===== config.mk =====
export PLATFORM = sky130hd
export DESIGN_NAME = control_unit
export DESIGN_NICKNAME = d
export VERILOG_FILES = /design/src/rtl/control_unit.sv
export SDC_FILE = /design/constraint.sdc
export NUM_CORES = 1
export LEC_CHECK = 0
export BUFFER_PORTS_ARGS = -buffer_cell sky130_fd_sc_hd__buf_2
export CAP_MARGIN = 20
export CELL_PAD_IN_SITES_DETAIL_PLACEMENT = 1
export CELL_PAD_IN_SITES_GLOBAL_PLACEMENT = 2
export CORE_AREA = 4 4 52 54
export CTS_CLUSTER_SIZE = 14
export DETAILED_ROUTE_END_ITERATION = 12
export DIE_AREA = 0 0 56 58
export GPL_TIMING_DRIVEN = 0
export PLACE_DENSITY_LB_ADDON = 0.1
export SYNTH_ARGS = -nofsm -noshare
export SYNTH_HDL_FRONTEND = slang
export SYNTH_SLANG_ARGS = --single-unit

===== constraint.sdc =====
create_clock -name clk -period 1.1 [get_ports clk]
set_input_delay 0.11 -clock clk [delete_from_list [all_inputs] [get_ports clk]]
set_output_delay 0.11 -clock clk [all_outputs]
set_load 0.02 [all_outputs]

===== src/rtl/control_unit.sv =====
// ---------------------------------------------------------------------------
// control_unit
// Main instruction decoder for the ID stage of the 5-stage RV32I pipeline.
// The 7-bit opcode is decoded combinationally into datapath controls, and the
// same bundle is captured into the ID/EX control register, which supports
// stall (hold) and flush (load NOP). Unknown opcodes decode to a NOP bundle
// and raise illegal_instr.
//
// Ports
//   clk, rst_n           pipeline clock (rising edge), async active-low reset
//   opcode[6:0]          instr[6:0] of the ID-stage instruction
//   stall                hold the ID/EX control register
//   flush                load a NOP bundle into the ID/EX control register
//   reg_write_en .. alu_op_control[1:0]   combinational decode
//   illegal_instr        opcode not in the supported table
//   ex_*                 registered (ID/EX) copies of the decode
// ---------------------------------------------------------------------------
module control_unit (
  input  logic       clk,
  input  logic       rst_n,
  input  logic [6:0] opcode,
  input  logic       stall,
  input  logic       flush,
  output logic       reg_write_en,
  output logic       mem_read_en,
  output logic       mem_write_en,
  output logic       mem_to_reg,
  output logic       alu_src_select,
  output logic       branch_en,
  output logic [1:0] alu_op_control,
  output logic       illegal_instr,
  output logic       ex_reg_write_en,
  output logic       ex_mem_read_en,
  output logic       ex_mem_write_en,
  output logic       ex_mem_to_reg,
  output logic       ex_alu_src_select,
  output logic       ex_branch_en,
  output logic [1:0] ex_alu_op_control
);

  localparam logic [6:0] OP_RTYPE  = 7'b0110011;
  localparam logic [6:0] OP_IALU   = 7'b0010011;
  localparam logic [6:0] OP_LOAD   = 7'b0000011;
  localparam logic [6:0] OP_STORE  = 7'b0100011;
  localparam logic [6:0] OP_BRANCH = 7'b1100011;

  typedef struct packed {
    logic       reg_write;
    logic       mem_read;
    logic       mem_write;
    logic       mem_to_reg;
    logic       alu_src;
    logic       branch;
    logic [1:0] alu_op;
  } ctrl_t;

  localparam ctrl_t NOP_CTRL = '0;

  ctrl_t dec;
  ctrl_t ex_q;
  logic  illegal;

  // Opcode decode. An X/Z opcode matches no item and falls into the default
  // NOP/illegal branch. During reset everything, including illegal, is 0.
  always_comb begin
    dec     = NOP_CTRL;
    illegal = 1'b0;
    if (rst_n) begin
      case (opcode)
        OP_RTYPE:  dec = '{reg_write: 1'b1, mem_read: 1'b0, mem_write: 1'b0,
                           mem_to_reg: 1'b0, alu_src: 1'b0, branch: 1'b0,
                           alu_op: 2'b10};
        OP_IALU:   dec = '{reg_write: 1'b1, mem_read: 1'b0, mem_write: 1'b0,
                           mem_to_reg: 1'b0, alu_src: 1'b1, branch: 1'b0,
                           alu_op: 2'b11};
        OP_LOAD:   dec = '{reg_write: 1'b1, mem_read: 1'b1, mem_write: 1'b0,
                           mem_to_reg: 1'b1, alu_src: 1'b1, branch: 1'b0,
                           alu_op: 2'b00};
        OP_STORE:  dec = '{reg_write: 1'b0, mem_read: 1'b0, mem_write: 1'b1,
                           mem_to_reg: 1'b0, alu_src: 1'b1, branch: 1'b0,
                           alu_op: 2'b00};
        OP_BRANCH: dec = '{reg_write: 1'b0, mem_read: 1'b0, mem_write: 1'b0,
                           mem_to_reg: 1'b0, alu_src: 1'b0, branch: 1'b1,
                           alu_op: 2'b01};
        default: begin
          dec     = NOP_CTRL;
          illegal = 1'b1;
        end
      endcase
    end
  end

  // ID/EX control register: flush beats stall, so a flushed slot is always a
  // bubble. Illegal opcodes already decode to NOP, so they enter EX as NOPs.
  always_ff @(posedge clk or negedge rst_n) begin
    if (!rst_n) begin
      ex_q <= NOP_CTRL;
    end else if (flush) begin
      ex_q <= NOP_CTRL;
    end else if (!stall) begin
      ex_q <= dec;
    end
  end

  assign reg_write_en      = dec.reg_write;
  assign mem_read_en       = dec.mem_read;
  assign mem_write_en      = dec.mem_write;
  assign mem_to_reg        = dec.mem_to_reg;
  assign alu_src_select    = dec.alu_src;
  assign branch_en         = dec.branch;
  assign alu_op_control    = dec.alu_op;
  assign illegal_instr     = illegal;

  assign ex_reg_write_en   = ex_q.reg_write;
  assign ex_mem_read_en    = ex_q.mem_read;
  assign ex_mem_write_en   = ex_q.mem_write;
  assign ex_mem_to_reg     = ex_q.mem_to_reg;
  assign ex_alu_src_select = ex_q.alu_src;
  assign ex_branch_en      = ex_q.branch;
  assign ex_alu_op_control = ex_q.alu_op;

endmodule


==> Word-level counts from Yosys, hierarchy flattened <==
Cells that the tools add are included.
{ "totals": {"reg_bits": 8, "in_bits": 11, "output_inout_bits": 17} }
{ "op_classes": {"eq_ne": 6, "n_mux": 6, "n_reduce_logical": 1} }
{ "ops": {"columns": ["cell", "count"], "rows": [
  ["$pmux W8 S5", 1],
  ["$mux W8", 3],
  ["$eq A7 B6 Y1 const B", 2],
  ["$eq A7 B2 Y1 const B", 1],
  ["$eq A7 B5 Y1 const B", 1],
  ["$eq A7 B7 Y1 const B", 1],
  ["$reduce_or A5 Y1", 1],
  ["$mux W1", 2],
  ["$ne A2 B1 Y1 const B", 1]
]} }

==> Logic depth before layout (Yosys ltp) <==
Gate-level depths: netlist of the first run.
{ "logic_depth": {"ltp_word": 5, "ltp_mapped": 4} }

==> Worst setup path after synthesis of the first run <==
Ideal clock, no wire load.
{ "synth_path": {"kind": "input port to output port", "startpoint": "input opcode[2]", "endpoint": "output mem_to_reg", "arrival_time_ns": 1.369, "required_ns": 0.990, "slack_ns": -0.379, "cell_stages": 4, "path_cell_list": "and4bb_4 nand3b_4 nor3_1 buf_4"} }
{ "synth_via": {"elab_chain_len": 3, "elab_cells_between_ends": 7, "classes_between": "eq/ne: 5; mux: 2"} }
{ "synth_rtl": {"columns": ["element", "line", "rtl"], "rows": [
  ["start: declaration", "21", "input logic [6:0] opcode,"],
  ["$eq A7 B7 Y1 (tied with other cells)", "69", "case (opcode)"],
  ["$pmux W8 S5 *", "69", null],
  ["$mux W8 *", "68", "if (rst_n) begin"],
  ["end: declaration", "27", "output logic mem_to_reg,"]
]} }
Every way passes the cells marked *; elsewhere a longest branch is shown, timed or not.

==> Worst setup path in the final report of the first run <==
{ "layout_path": {"startpoint": "input opcode[2]", "endpoint": "output alu_src_select"} }
{ "layout_via": {"elab_chain_len": 3, "elab_cells_between_ends": 7, "classes_between": "eq/ne: 5; mux: 2"} }
{ "layout_rtl": {"columns": ["element", "line", "rtl"], "rows": [
  ["$eq A7 B7 Y1 (tied with other cells)", "69", null],
  ["$pmux W8 S5 *", "69", null],
  ["$mux W8 *", "68", null],
  ["end: declaration", "28", "output logic alu_src_select,"]
]} }
Marked as above.

==> impl_metrics.env, run 1 <==
export IMPL_ys_ff_latch=7
export IMPL_die_h_um=58
export IMPL_ir_drop_v=0.000310
export IMPL_h_tree_depth=1
export IMPL_worst_path_largest_cell_delay_ns=0.34
export IMPL_min_period_ns=1.14
export IMPL_grt_start_max_net_pins=9
export IMPL_coreArea_um2=2210
export IMPL_slew_headroom_pct=67.3
export IMPL_cp_arrival_ns=1.03
export IMPL_firstDrtPassIters=2
export IMPL_hold_slack_ns=0.121
export IMPL_cp_cell_sequence="buf_6, and4bb_4, nand3b_4, buf_6, a21oi_2, buf_6"
export IMPL_grt_pass1_vias=553
export IMPL_post_route_period_util_pct=104
export IMPL_cts_root_buf="clkbuf_4"
export IMPL_hold_path_class="input pin to flip-flop"
export IMPL_gr_total_overflow=0
export IMPL_cp_max_fo=3
export IMPL_synthTopCellsByCount="nand2_1, nor2_1, dfrtp_1"
export IMPL_synth_largest_area_cell="dfrtp_1"
export IMPL_start_kind="input pin"
export IMPL_rows=17
export IMPL_maxCapViolations=0
export IMPL_gp_congestion=0.663
export IMPL_dieArea_um2=3250
export IMPL_syn_area_per_cell_um2=8.51
export IMPL_synth_seq_area_share_pct=40.3
export IMPL_diodes=0
export IMPL_synth_nets=62
export IMPL_vias=501
export IMPL_status="complete, but fails checks"
export IMPL_finalWorstSetupSlack_ns=-0.0436
export IMPL_setup_viol=3
export IMPL_power_density_nw_per_um2=745
export IMPL_clockBufferDepth=2
export IMPL_path_clk_slew_ns=0.05
export IMPL_routed_wl_um=1360
export IMPL_cts_sinks=7
export IMPL_stdcell_count=117
export IMPL_critPathMostFrequentCell="buf_6"
export IMPL_critical_path_class="input pin to output pin"
export IMPL_num_io_pins=28
export IMPL_hold_violations=0
export IMPL_syn_area_um2=434
export IMPL_synth_warnings=0
export IMPL_antenna_found_initial=0
export IMPL_cts_tree="built"
export IMPL_postPlaceCellArea_um2=616
export IMPL_grt_first_pass_wirelength_um=2460
export IMPL_cp_end_kind="output pin"
export IMPL_area_growth_pct=83.9
export IMPL_post_dp_hpwl_um=1040
export IMPL_grt_setup_unrepaired="true"
export IMPL_slew_violations=0
export IMPL_synthTopCellsByArea="dfrtp_1, nand2_1, o41ai_2"
export IMPL_initial_core_util_pct=19.6
export IMPL_max_freq_mhz=874
export IMPL_synth_cell_types=18
export IMPL_cts_buffers=3
export IMPL_async_reset_ff_share_pct=100
export IMPL_finalSetupTns_ns=-0.0747
export IMPL_skew_ns=0
export IMPL_drtIter0Drc=2
export IMPL_critPathSlowestCell="and4bb_4"
export IMPL_synthCells=51
export IMPL_synth_edf_count=0
export IMPL_violations="setup timing"
export IMPL_wl_per_cell_um=11.6
export IMPL_yosys_cell_count_top_type="nand2_1"
export IMPL_ant_nets=0
export IMPL_clk_latency_ns=0.24
export IMPL_track_usage_pct=9.56
export IMPL_design_area_um2=798
export IMPL_io_buffers=27
export IMPL_via_per_inst=4.28
export IMPL_tightest_slew_ns=0.490
export IMPL_synth_top_cell_area_share_pct=40.3
export IMPL_place_inst=106
export IMPL_drive_gt1_share_pct=58.4
export IMPL_synth_main_ff_cell="dfrtp_1"
export IMPL_die_w_um=56
export IMPL_p_leak_nw=0.405
export IMPL_drc=0
export IMPL_nNetsFinal=101
export IMPL_place_ws_ns=-0.189
export IMPL_cp_required_ns=0.99
## registers in the layout (all words and copies together) (netlist names)
signal             flops
ex_reg_write_en        1
ex_mem_read_en         1
ex_branch_en           1
ex_alu_op_control      2
ex_alu_src_select      1
ex_mem_write_en        1
## report_power, final
| group | total (mW) | internal (mW) | switching (mW) |
|---|---|---|---|
| clock | 0.224 | 0.138 | 0.0857 |
| combinational | 0.112 | 0.0471 | 0.0653 |
| sequential | 0.259 | 0.259 | 0.000297 |
## metal layers
| metal | part of all wire, % | GRT usage [%] | wire length, um | vias to the layer above |
|---|---|---|---|---|
| met3 | 6.8 | 1.11 | 93 | 2 |
| li1 | - | - | - | 249 |
| met1 | 47 | 12.1 | 644 | 230 |
| met4 | 2.0 | 6.10 | 27 | 0 |
| met2 | 44 | 15.4 | 596 | 20 |
| met5 | 0 | 0 | 0 | - |
## logic make-up after synthesis
| group | synth area share, % |
|---|---|
| AND/OR/NAND/NOR | 37.5 |
| AO/OA/AOI/OAI | 17.9 |
| flip-flops | 40.3 |
| buffers and inverters | 4.32 |
## stage by stage
stage	util [%]	total power [mW]
after floorplan	-	0.301
after global placement	27.8	0.354
after detailed placement	27.8	0.354
after CTS	34.8	0.601
after global routing	36.1	0.640
final	36.1	0.595
## cell usage in the layout, fill, tap and decap left out, drive strengths merged
cell type / count
nand2b: 1
o41ai: 2
and4bb: 1
buf: 34
a21oi: 1
nor3b: 1
a22oi: 1
nand2: 16
a21boi: 1
nor2b: 2
clkbuf: 5
nand3b: 1
nor3: 1
nor2: 8
dfrtp: 7
inv: 1
dlygate4sd3: 1
o21ai: 5
## final timing paths
path                                         to                 start  slack [ns]  cells past startpoint
hold reg to reg               ex_alu_src_select     ex_alu_src_select        0.48                      2
setup reg to reg           ex_alu_op_control[1]  ex_alu_op_control[1]        0.47                      2
setup / recovery                 alu_src_select             opcode[2]       -0.04                      6
min in group asynchronous  ex_alu_op_control[1]                 rst_n        0.40                      2
hold / removal             ex_alu_op_control[1]                 stall        0.12                      2
max in group asynchronous     ex_alu_src_select                 rst_n        0.45                      2
## timing repair
action / 4_1_cts / 5_1_grt
hold buffers: 1 / 0
hold endpoints to repair: 7 / 0
resized for setup: 21 / 8
endpoints found under the setup margin: 6 / 9
buffers inserted: 6 / 0
pin swaps: 4 / 2
## worst max-delay path: cells and delay by family
kind	cells	cell delay, ns
AO/OA/AOI/OAI	1	0.11
buffers and inverters	3	0.35
AND/OR/NAND/NOR	2	0.45
## final cells by class
class,instances,area (um2)
fillers,276,1410
multi-input cells,41,290
repair buffers,34,253
flip-flops and latches,7,175
well taps,28,35.0
clock buffers,4,26.3
plain buffers,2,15.0
inverters,1,3.75
(Power assumes the default switching activity.)
==> run 2: changes to the inputs <==
--- a/config.mk
+++ b/config.mk
@@ -18,3 +18,4 @@
 export SYNTH_ARGS = -nofsm -noshare
 export SYNTH_HDL_FRONTEND = slang
 export SYNTH_SLANG_ARGS = --single-unit
+export TNS_END_PERCENT = 10
==> run 2 against run 1 <==
- the run still ends with setup timing left
- clock power is essentially flat
- non-clock buffer count fell by 1
- die area is the same
- clock skew unchanged
- final cell count shrank 0.85%
- global-route usage shrank 0.19 points
- combinational power fell by 7%
==> impl_metrics.env, run 2 (synthesis results as in run 1) <==
export IMPL_place_ws_ns=-0.189
export IMPL_cts_buffers=3
export IMPL_cp_arrival_ns=1.03
export IMPL_r2r_cells=2
export IMPL_io_buffers=27
export IMPL_drtIter0Drc=2
export IMPL_critPathMostFrequentCell="buf_6"
export IMPL_antenna_found_initial=0
export IMPL_place_inst=106
export IMPL_cp_max_fo=3
export IMPL_p_leak_nw=0.394
export IMPL_path_clk_slew_ns=0.05
export IMPL_h_tree_depth=1
export IMPL_stdcell_count=116
export IMPL_violations="setup timing"
export IMPL_vias=494
export IMPL_dieArea_um2=3250
export IMPL_layout_commonest_cell="buf_2"
export IMPL_ir_drop_v=0.000310
export IMPL_hold_path_depth=2
export IMPL_gp_congestion=0.663
export IMPL_r2r_start="ex_alu_op_control[1]"
export IMPL_maxCapViolations=0
export IMPL_skew_ns=0
export IMPL_clk_latency_ns=0.24
export IMPL_critPathLaunch="opcode[2]"
export IMPL_drc=0
export IMPL_post_dp_hpwl_um=1040
export IMPL_setup_viol=5
export IMPL_cts_sinks=7
export IMPL_firstDrtPassIters=2
export IMPL_rows=17
export IMPL_largest_register_ff_count=2
export IMPL_grt_first_pass_wirelength_um=2420
export IMPL_cp_end_kind="output pin"
export IMPL_postPlaceCellArea_um2=616
export IMPL_drive_gt1_share_pct=56.8
export IMPL_clockBufferDepth=2
export IMPL_hold_path_class="input pin to flip-flop"
export IMPL_diodes=0
export IMPL_finalWorstSetupSlack_ns=-0.0353
export IMPL_routed_wl_um=1340
export IMPL_die_h_um=58
export IMPL_via_per_inst=4.26
export IMPL_hold_violations=0
export IMPL_worst_path_largest_cell_delay_ns=0.34
export IMPL_design_area_um2=758
export IMPL_cts_root_buf="clkbuf_4"
export IMPL_cts_tree="built"
export IMPL_critical_path_class="input pin to output pin"
export IMPL_grt_pass1_vias=548
export IMPL_max_freq_mhz=881
export IMPL_power_density_nw_per_um2=774
export IMPL_ant_nets=0
export IMPL_coreArea_um2=2210
export IMPL_critPathSlowestCell="and4bb_4"
export IMPL_slew_headroom_pct=67.2
export IMPL_cp_required_ns=0.99
export IMPL_start_kind="input pin"
export IMPL_tightest_slew_ns=0.492
export IMPL_hold_slack_ns=0.121
export IMPL_track_usage_pct=9.37
export IMPL_grt_start_max_net_pins=9
export IMPL_grt_setup_unrepaired="true"
export IMPL_min_period_ns=1.14
export IMPL_holdCritStartpoint="stall"
export IMPL_wl_per_cell_um=11.6
export IMPL_nNetsFinal=100
export IMPL_initial_core_util_pct=19.6
export IMPL_cp_cell_sequence="buf_6, and4bb_4, nand3b_4, buf_6, a21oi_2, buf_6"
export IMPL_area_growth_pct=74.6
export IMPL_slew_violations=0
export IMPL_status="complete, but fails checks"
export IMPL_mostFrequentLayoutCells="buf_2, nand2_1, buf_4, buf_6, dfrtp_1"
export IMPL_p_total_mw=0.587
export IMPL_gr_total_overflow=0
export IMPL_die_w_um=56
export IMPL_post_route_period_util_pct=103
export IMPL_num_io_pins=28
export IMPL_fillers=279
run 2: cell count changes in the layout (fill, tap and decap cells not counted):
cell and delta:
clkbuf_4 -1, nor2b_4 -1, nand2b_1 +1, nor2_2 +3, nand2b_2 -1, buf_2 +1
nor2_4 -3, buf_4 +1, nor2b_2 +1, buf_6 -2
run 2: worst max-delay path, delay by kind of cell:
| kind | cells | cell delay [ns] |
|---|---|---|
| buffers and inverters | 3 | 0.35 |
| AND/OR/NAND/NOR | 2 | 0.45 |
| AO/OA/AOI/OAI | 1 | 0.11 |
run 2: timing repair:
item / in CTS / in global routing
endpoints found under the hold margin: 7 / 0
pin swaps: 4 / 2
setup endpoints to repair: 6 / 9
buffers inserted: 5 / 0
hold buffers: 1 / 0
gates resized for setup: 15 / 6
run 2: path summary, 6_finish.rpt:
check | endpoint | slack, ns
min reg2reg | ex_alu_src_select | 0.48
min in group asynchronous | ex_alu_op_control[1] | 0.40
max in group asynchronous | ex_alu_src_select | 0.45
max | alu_src_select | -0.04
max reg2reg | ex_alu_op_control[1] | 0.47
min | ex_alu_op_control[1] | 0.12
run 2: layout make-up:
class	count	area [um2]	area share, %
multi-input cells	41	268	35.3
repair buffers	33	235	31.0
flip-flops and latches	7	175	23.1
well taps	28	35.0	4.62
clock buffers	4	26.3	3.47
plain buffers	2	15.0	1.98
inverters	1	3.75	0.495
run 2: report_power, final:
| group | leakage [nW] | switching (mW) | internal, mW | total (mW) |
|---|---|---|---|---|
| registers | 0.0978 | 0.000298 | 0.259 | 0.259 |
| logic | 0.281 | 0.0613 | 0.0431 | 0.104 |
| clock network | 0.0150 | 0.0857 | 0.138 | 0.224 |
run 2: metrics by stage:
stage | util (%) | TNS [ns]
after global placement | 27.8 | -0.518
after floorplan | - | -0.0522
after detailed placement | 27.8 | -0.548
after CTS | 33.3 | -0.248
final | 34.3 | -0.0997
after global routing | 34.3 | -0.469
run 2: metal layers:
metal	wire, um	vias up	GRT usage (%)
met5	0	-	0
met4	27	0	6.10
met3	94	2	1.11
met2	563	20	15.0
met1	658	223	11.9
li1	-	249	-
